[src/rtl/io_bridge.sv]
// Memory-mapped I/O bridge: LED/display registers, debounced switches with a
// sticky change flag, and a multiplexed 4-digit seven-segment scanner.
module io_bridge #(
    parameter int N          = 64,
    parameter int DEB_CYCLES = 16,
    parameter int SCAN_DIV   = 1024
) (
    input  logic         clk,
    input  logic         reset,
    input  logic [N-1:0] DM_addr,
    input  logic [N-1:0] DM_writeData,
    input  logic         DM_writeEnable,
    input  logic         DM_readEnable,
    input  logic [N-1:0] mem_readData,
    output logic         mem_writeEnable,
    output logic [N-1:0] readData,
    input  logic [15:0]  i_sw,
    output logic [15:0]  o_led,
    output logic [6:0]   seg,
    output logic [3:0]   dig_en
);

    localparam logic [N-1:0] ADDR_LED  = N'(64'h8000);
    localparam logic [N-1:0] ADDR_SW   = N'(64'h8008);
    localparam logic [N-1:0] ADDR_DISP = N'(64'h8010);
    localparam logic [N-1:0] ADDR_STAT = N'(64'h8018);
    localparam logic [7:0]   DEB_MAX   = 8'(DEB_CYCLES);
    localparam logic [15:0]  SCAN_LAST = 16'(SCAN_DIV - 1);

    // Segment pattern {g,f,e,d,c,b,a}, active-low.
    function automatic logic [6:0] hex_to_seg(input logic [3:0] nib);
        logic [6:0] s;
        case (nib)
            4'h0:    s = 7'b1000000;
            4'h1:    s = 7'b1111001;
            4'h2:    s = 7'b0100100;
            4'h3:    s = 7'b0110000;
            4'h4:    s = 7'b0011001;
            4'h5:    s = 7'b0010010;
            4'h6:    s = 7'b0000010;
            4'h7:    s = 7'b1111000;
            4'h8:    s = 7'b0000000;
            4'h9:    s = 7'b0010000;
            4'hA:    s = 7'b0001000;
            4'hB:    s = 7'b0000011;
            4'hC:    s = 7'b1000110;
            4'hD:    s = 7'b0100001;
            4'hE:    s = 7'b0000110;
            4'hF:    s = 7'b0001110;
            default: s = 7'b1000000;
        endcase
        return s;
    endfunction

    logic [15:0] o_led_q, o_led_d;
    logic [19:0] disp_q, disp_d;
    logic [15:0] sync1_q, sync1_d, sync2_q, sync2_d;
    logic [15:0] sw_prev_q, sw_prev_d, sw_stable_q, sw_stable_d;
    logic [7:0]  cnt_q, cnt_d;
    logic        changed_q, changed_d;
    logic [15:0] presc_q, presc_d;
    logic [1:0]  idx_q, idx_d;
    logic [6:0]  seg_q, seg_d;
    logic [3:0]  dig_en_q, dig_en_d;

    logic hit_led_s, hit_sw_s, hit_disp_s, hit_stat_s, io_hit_s;
    logic set_s, clr_s;
    logic [3:0] nib_s, blank_s;
    logic unused_s;

    assign unused_s = ^DM_writeData[N-1:20];
    assign o_led    = o_led_q;
    assign seg      = seg_q;
    assign dig_en   = dig_en_q;

    // Address decode, memory strobe gating and load-data mux.
    always_comb begin
        hit_led_s       = (DM_addr == ADDR_LED);
        hit_sw_s        = (DM_addr == ADDR_SW);
        hit_disp_s      = (DM_addr == ADDR_DISP);
        hit_stat_s      = (DM_addr == ADDR_STAT);
        io_hit_s        = hit_led_s | hit_sw_s | hit_disp_s | hit_stat_s;
        mem_writeEnable = DM_writeEnable & ~io_hit_s;
        if (hit_led_s) begin
            readData = {{(N-16){1'b0}}, o_led_q};
        end else if (hit_sw_s) begin
            readData = {{(N-16){1'b0}}, sw_stable_q};
        end else if (hit_disp_s) begin
            readData = {{(N-20){1'b0}}, disp_q};
        end else if (hit_stat_s) begin
            readData = {{(N-1){1'b0}}, changed_q};
        end else begin
            readData = mem_readData;
        end
    end

    // Register writes, switch synchronizer/debounce and the change flag.
    always_comb begin
        o_led_d     = o_led_q;
        disp_d      = disp_q;
        sync1_d     = i_sw;
        sync2_d     = sync1_q;
        sw_prev_d   = sync2_q;
        cnt_d       = cnt_q;
        sw_stable_d = sw_stable_q;
        set_s       = 1'b0;
        clr_s       = DM_readEnable & hit_stat_s;
        if (DM_writeEnable && hit_led_s) begin
            o_led_d = DM_writeData[15:0];
        end else begin
            o_led_d = o_led_q;
        end
        if (DM_writeEnable && hit_disp_s) begin
            disp_d = DM_writeData[19:0];
        end else begin
            disp_d = disp_q;
        end
        // A stable load needs the input unchanged this cycle too, so a fresh
        // edge arriving while the counter is saturated never slips through.
        if (sync2_q != sw_prev_q) begin
            cnt_d = 8'd0;
        end else begin
            if (cnt_q != DEB_MAX) begin
                cnt_d = cnt_q + 8'd1;
            end else begin
                cnt_d = cnt_q;
            end
            if ((cnt_q == DEB_MAX) && (sync2_q != sw_stable_q)) begin
                sw_stable_d = sync2_q;
                set_s       = 1'b1;
            end else begin
                sw_stable_d = sw_stable_q;
            end
        end
        if (set_s) begin
            changed_d = 1'b1;
        end else if (clr_s) begin
            changed_d = 1'b0;
        end else begin
            changed_d = changed_q;
        end
    end

    // Display scan; outputs decode the next index so they stay aligned with it.
    always_comb begin
        presc_d  = presc_q;
        idx_d    = idx_q;
        nib_s    = 4'h0;
        blank_s  = disp_d[19:16];
        seg_d    = seg_q;
        dig_en_d = dig_en_q;
        if (presc_q == SCAN_LAST) begin
            presc_d = 16'd0;
            idx_d   = idx_q + 2'd1;
        end else begin
            presc_d = presc_q + 16'd1;
            idx_d   = idx_q;
        end
        case (idx_d)
            2'd0:    nib_s = disp_d[3:0];
            2'd1:    nib_s = disp_d[7:4];
            2'd2:    nib_s = disp_d[11:8];
            2'd3:    nib_s = disp_d[15:12];
            default: nib_s = disp_d[3:0];
        endcase
        seg_d = hex_to_seg(nib_s);
        if (blank_s[idx_d]) begin
            dig_en_d = 4'b1111;
        end else begin
            dig_en_d = ~(4'b0001 << idx_d);
        end
    end

    // State registers.
    always_ff @(posedge clk or posedge reset) begin
        if (reset) begin
            o_led_q     <= 16'h0000;
            disp_q      <= 20'h00000;
            sync1_q     <= 16'h0000;
            sync2_q     <= 16'h0000;
            sw_prev_q   <= 16'h0000;
            sw_stable_q <= 16'h0000;
            cnt_q       <= 8'd0;
            changed_q   <= 1'b0;
            presc_q     <= 16'd0;
            idx_q       <= 2'd0;
            seg_q       <= 7'b1000000;
            dig_en_q    <= 4'b1110;
        end else begin
            o_led_q     <= o_led_d;
            disp_q      <= disp_d;
            sync1_q     <= sync1_d;
            sync2_q     <= sync2_d;
            sw_prev_q   <= sw_prev_d;
            sw_stable_q <= sw_stable_d;
            cnt_q       <= cnt_d;
            changed_q   <= changed_d;
            presc_q     <= presc_d;
            idx_q       <= idx_d;
            seg_q       <= seg_d;
            dig_en_q    <= dig_en_d;
        end
    end

endmodule

[config.mk]
export PLATFORM = sky130hd
export DESIGN_NAME = io_bridge
export DESIGN_NICKNAME = d
export VERILOG_FILES = /design/src/rtl/io_bridge.sv
export SDC_FILE = /design/constraint.sdc
export NUM_CORES = 1
export LEC_CHECK = 0
export ABC_AREA = 1
export ABC_CLOCK_PERIOD_IN_PS = 7100
export CAP_MARGIN = 15
export CORE_ASPECT_RATIO = 1.25
export CORE_MARGIN = 1
export CORE_UTILIZATION = 29
export DETAILED_ROUTE_END_ITERATION = 10
export PLACE_DENSITY = 0.67
export SLEW_MARGIN = 30
export SYNTH_ARGS = -nofsm -noshare
export SYNTH_HDL_FRONTEND = slang
export SYNTH_SLANG_ARGS = --single-unit
export TNS_END_PERCENT = 10
[constraint.sdc]
create_clock -name clk -period 7.1 [get_ports clk]
set_input_delay 1.42 -clock clk [delete_from_list [all_inputs] [get_ports clk]]
set_output_delay 1.42 -clock clk [all_outputs]
set_load 0.005 [all_outputs]
==> flow_summary_export.csv <==
group,metric,value,unit
status,outcome,"complete, no violations",
worst_setup_path,worstPathMaxFanout,45,
route,wl_per_cell,14.7,um
synth,synth_cell_types,39,
final_layout,final_cells,1440,
global_route,grt_max_degree,89,
pwr,comb_power_share,10.7,%
worst_setup_path,path_class,"in -> out",
floorplanning,die-area,24700,um^2
synth,synth_top_cell_by_area,"dfrtp_1",
floorplanning,initial_core_util,29.5,%
timing,worst_slack,1.15,ns
synth,synth.area.top_cells,"dfrtp_1 (48%), nand2_1 (9.1%), inv_1 (7.0%)",
final_layout,final_nets,1323,
synth,syn_area_per_cell,8.33,um^2
min_path,hold_class,"reg -> reg",
pwr,p_clk_share,46.1,%
clocking,cts_resized,0,
global_route,antenna_found_initial,2,
clocking,insertion_delay,0.43,ns
route,ant_nets,0,
floorplanning,ioPinCount,304,
final_layout,layout-area-overhead-vs-synth,50.4,%
clocking,cts-htree-levels,4,
pwr,p_leak,4.83,nW
global_route,grt_pass1_wl,32.8,mm
timing,worstMarginPinSlew,0.818,ns
timing,fmax,168,MHz
timing,finalClockSkew,0.0216,ns
final_layout,antenna_cells,0,
route,vias,6238,
clocking,numCtsBuffers,17,
clocking,cts_num_sinks,138,
place,dpl.cell_count,1408,
synth,synth_edf_count,0,
worst_setup_path,worstSetupStartpointType,"input pin",
pwr,swShare,22.6,%
synth,syn_inst,839,
place,numPortBuffers,259,
global_route,grt-ovfl-total,0,
floorplanning,num_rows,63,
place,place_congestion,0.830,
clocking,cts_buffer_depth,2,
pwr,switchingPower,425,uW
synth,synth_top_area_share,48.0,%
timing,fin_setup_tns,0,ns
synth,synth_common_cells,"nand2_1 (169), dfrtp_1 (134), inv_1 (131)",
timing,setup_viol,0,
final_layout,drive_gt1_share,8.16,%
floorplanning,die_w,141,um
route,viasPerCell,4.33,
clocking,cts_tree,"yes",
worst_setup_path,arrival,4.53,ns
clocking,cts_setup_buffers,0,
place,hpwlAfterDp,16.4,mm
pwr,p_int,1.45,mW
synth,ys_dominant_reg_cell,"dfrtp_1",
route,dr.pass1.iters,5,
pwr,p_total,1.88,mW
synth,synthArstFlopShare,100,%
synth,ys_ff_latch,138,
floorplanning,die_y,176,um
synth,syn_area,6990,um^2
clocking,cts_hold_buf,0,
timing,relSlewSlack,45.4,%
route,wl,21.1,mm
floorplanning,core,23700,um^2
route,drt_iter0_drc,321,
pwr,pwr-share-seq,43.2,%
global_route,grt_usage,17.4,%
timing,hold_ws,0.341,ns
pwr,ir_drop,118,uV
pwr,power.density,179,nW/um^2
synth,ys_seq_area_share,49.5,%
synth,syn_nets,1060,
timing,fin_crit,5.95,ns
timing,min_period_over_period,83.8,%
worst_setup_path,crit_required,5.68,ns
global_route,grt_pass1_vias,6113,
route,route.detailed.drc,0,
clocking,root_buffer,"clkbuf_16",
timing,hold_viol,0,
timing,rsz0062_at_grt,"no",
synth,yosysMostFrequentCell,"nand2_1",
synth,ys_warn_count,0,
clocking,path_clk_slew,0.06,ns
worst_setup_path,worst_setup_path_end_kind,"output port",
job,maxCapViolations,0,
place,post-place-ws,1.14,ns
timing,final_max_slew_viol_count,0,
-- path summary, 6_finish.rpt --
kind                                            from                     end  slack [ns]  cells past startpoint
worst max-delay path                     DM_addr[15]            readData[40]        1.15                     16
worst min-delay path            sync1_q[3]$_DFF_PP0_  sw_prev_d[3]$_DFF_PP0_        0.34                      0
worst max register to register  presc_q[0]$_DFF_PP0_        seg[6]$_DFF_PP1_        4.49                     18
worst min register to register  sync1_q[3]$_DFF_PP0_  sw_prev_d[3]$_DFF_PP0_        0.34                      0
max in group asynchronous                      reset  sw_prev_d[8]$_DFF_PP0_        4.48                      3
min in group asynchronous                      reset    o_led[2]$_DFFE_PP0P_        1.51                      2
-- critical path, cell delays in order --
cell             delay, ns
clkdlybuf4s50_1       0.45
inv_1                 0.03
nor2_1                0.07
nand2_1               0.05
nor2_1                0.12
inv_1                 0.09
nor3_1                0.24
nand2_1               0.07
nor2_1                0.15
inv_1                 0.05
buf_4                 0.22
nand2_1               0.14
inv_1                 0.16
nand2_2               0.63
nor2_1                0.11
clkdlybuf4s50_1       0.48
-- power by group through the flow --
stage / sequential, mW / clock, mW / combinational [mW]
floorplan: 0.822 / 0 / 0.0563
global placement: 0.824 / 0 / 0.202
detailed placement: 0.825 / 0 / 0.202
global route: 0.812 / 0.911 / 0.220
finish: 0.811 / 0.866 / 0.201
CTS: 0.811 / 0.882 / 0.203
-- layer usage --
metal	up-vias	track usage, %	wire length, um
li1	3170	-	-
met1	2907	22.2	9470
met2	121	28.6	10300
met3	36	3.68	765
met4	4	7.25	511
met5	-	0	21
-- placed cells by master (no fill, tap or decap), drive strengths merged, types with 4 or more instances in the layout --
master         Yosys  layout
a211oi             4       4
a21oi             16      16
and2               6       6
buf               13       7
clkbuf             9      19
clkdlybuf4s50      0     259
clkinv             0       4
dfrtp            134     134
dfstp              4       4
ha                 9       9
inv              137     141
mux2              16      16
nand2            177     177
nand3             41      41
nand4             23      23
nor2             124     124
nor3              10      10
o211ai            26      26
o21a               5       5
o21ai             33      33
xnor2             28      28
xor2               9       9
-- logic make-up (layout without fill, tap and decap cells) --
group	Yosys count	in the layout	synth area share [%]
buffers and inverters	159	435	8.95
XOR/XNOR	37	37	4.64
flip-flops	138	138	49.5
adder cells (fa/ha/maj)	9	9	1.61
multiplexers	16	16	2.58
AND/OR/NAND/NOR	392	392	24.9
AO/OA/AOI/OAI	88	88	7.87
-- through the flow --
step | instance area [um^2] | utilization (%)
CTS | 10500 | 44.3
global route | 10500 | 44.3
global placement | 9940 | 41.9
finish | 10500 | 44.3
detailed placement | 9940 | 41.9
floorplan | 6990 | -
-- state kept, by name, summed over array words and instances (netlist names) --
| signal | flops |
|---|---|
| o_led | 16 |
| sw_stable_q | 16 |
| disp_q | 20 |
| seg | 7 |
| cnt_q | 8 |
| sync1_q | 16 |
| sw_prev_d | 16 |
| idx_q | 2 |
| changed_q | 1 |
| dig_en | 4 |
| sw_prev_q | 16 |
| presc_q | 16 |
-- final cells by class --
cell class,instances,area (um^2)
Tap cell,325,407
Fill cell,2271,13200
Clock buffer,19,433
Sequential cell,138,3460
Clock inverter,13,141
Multi-Input combinational cell,542,2910
Inverter,137,519
Timing Repair Buffer,266,2650
Power figures use the tool's default switching activity.
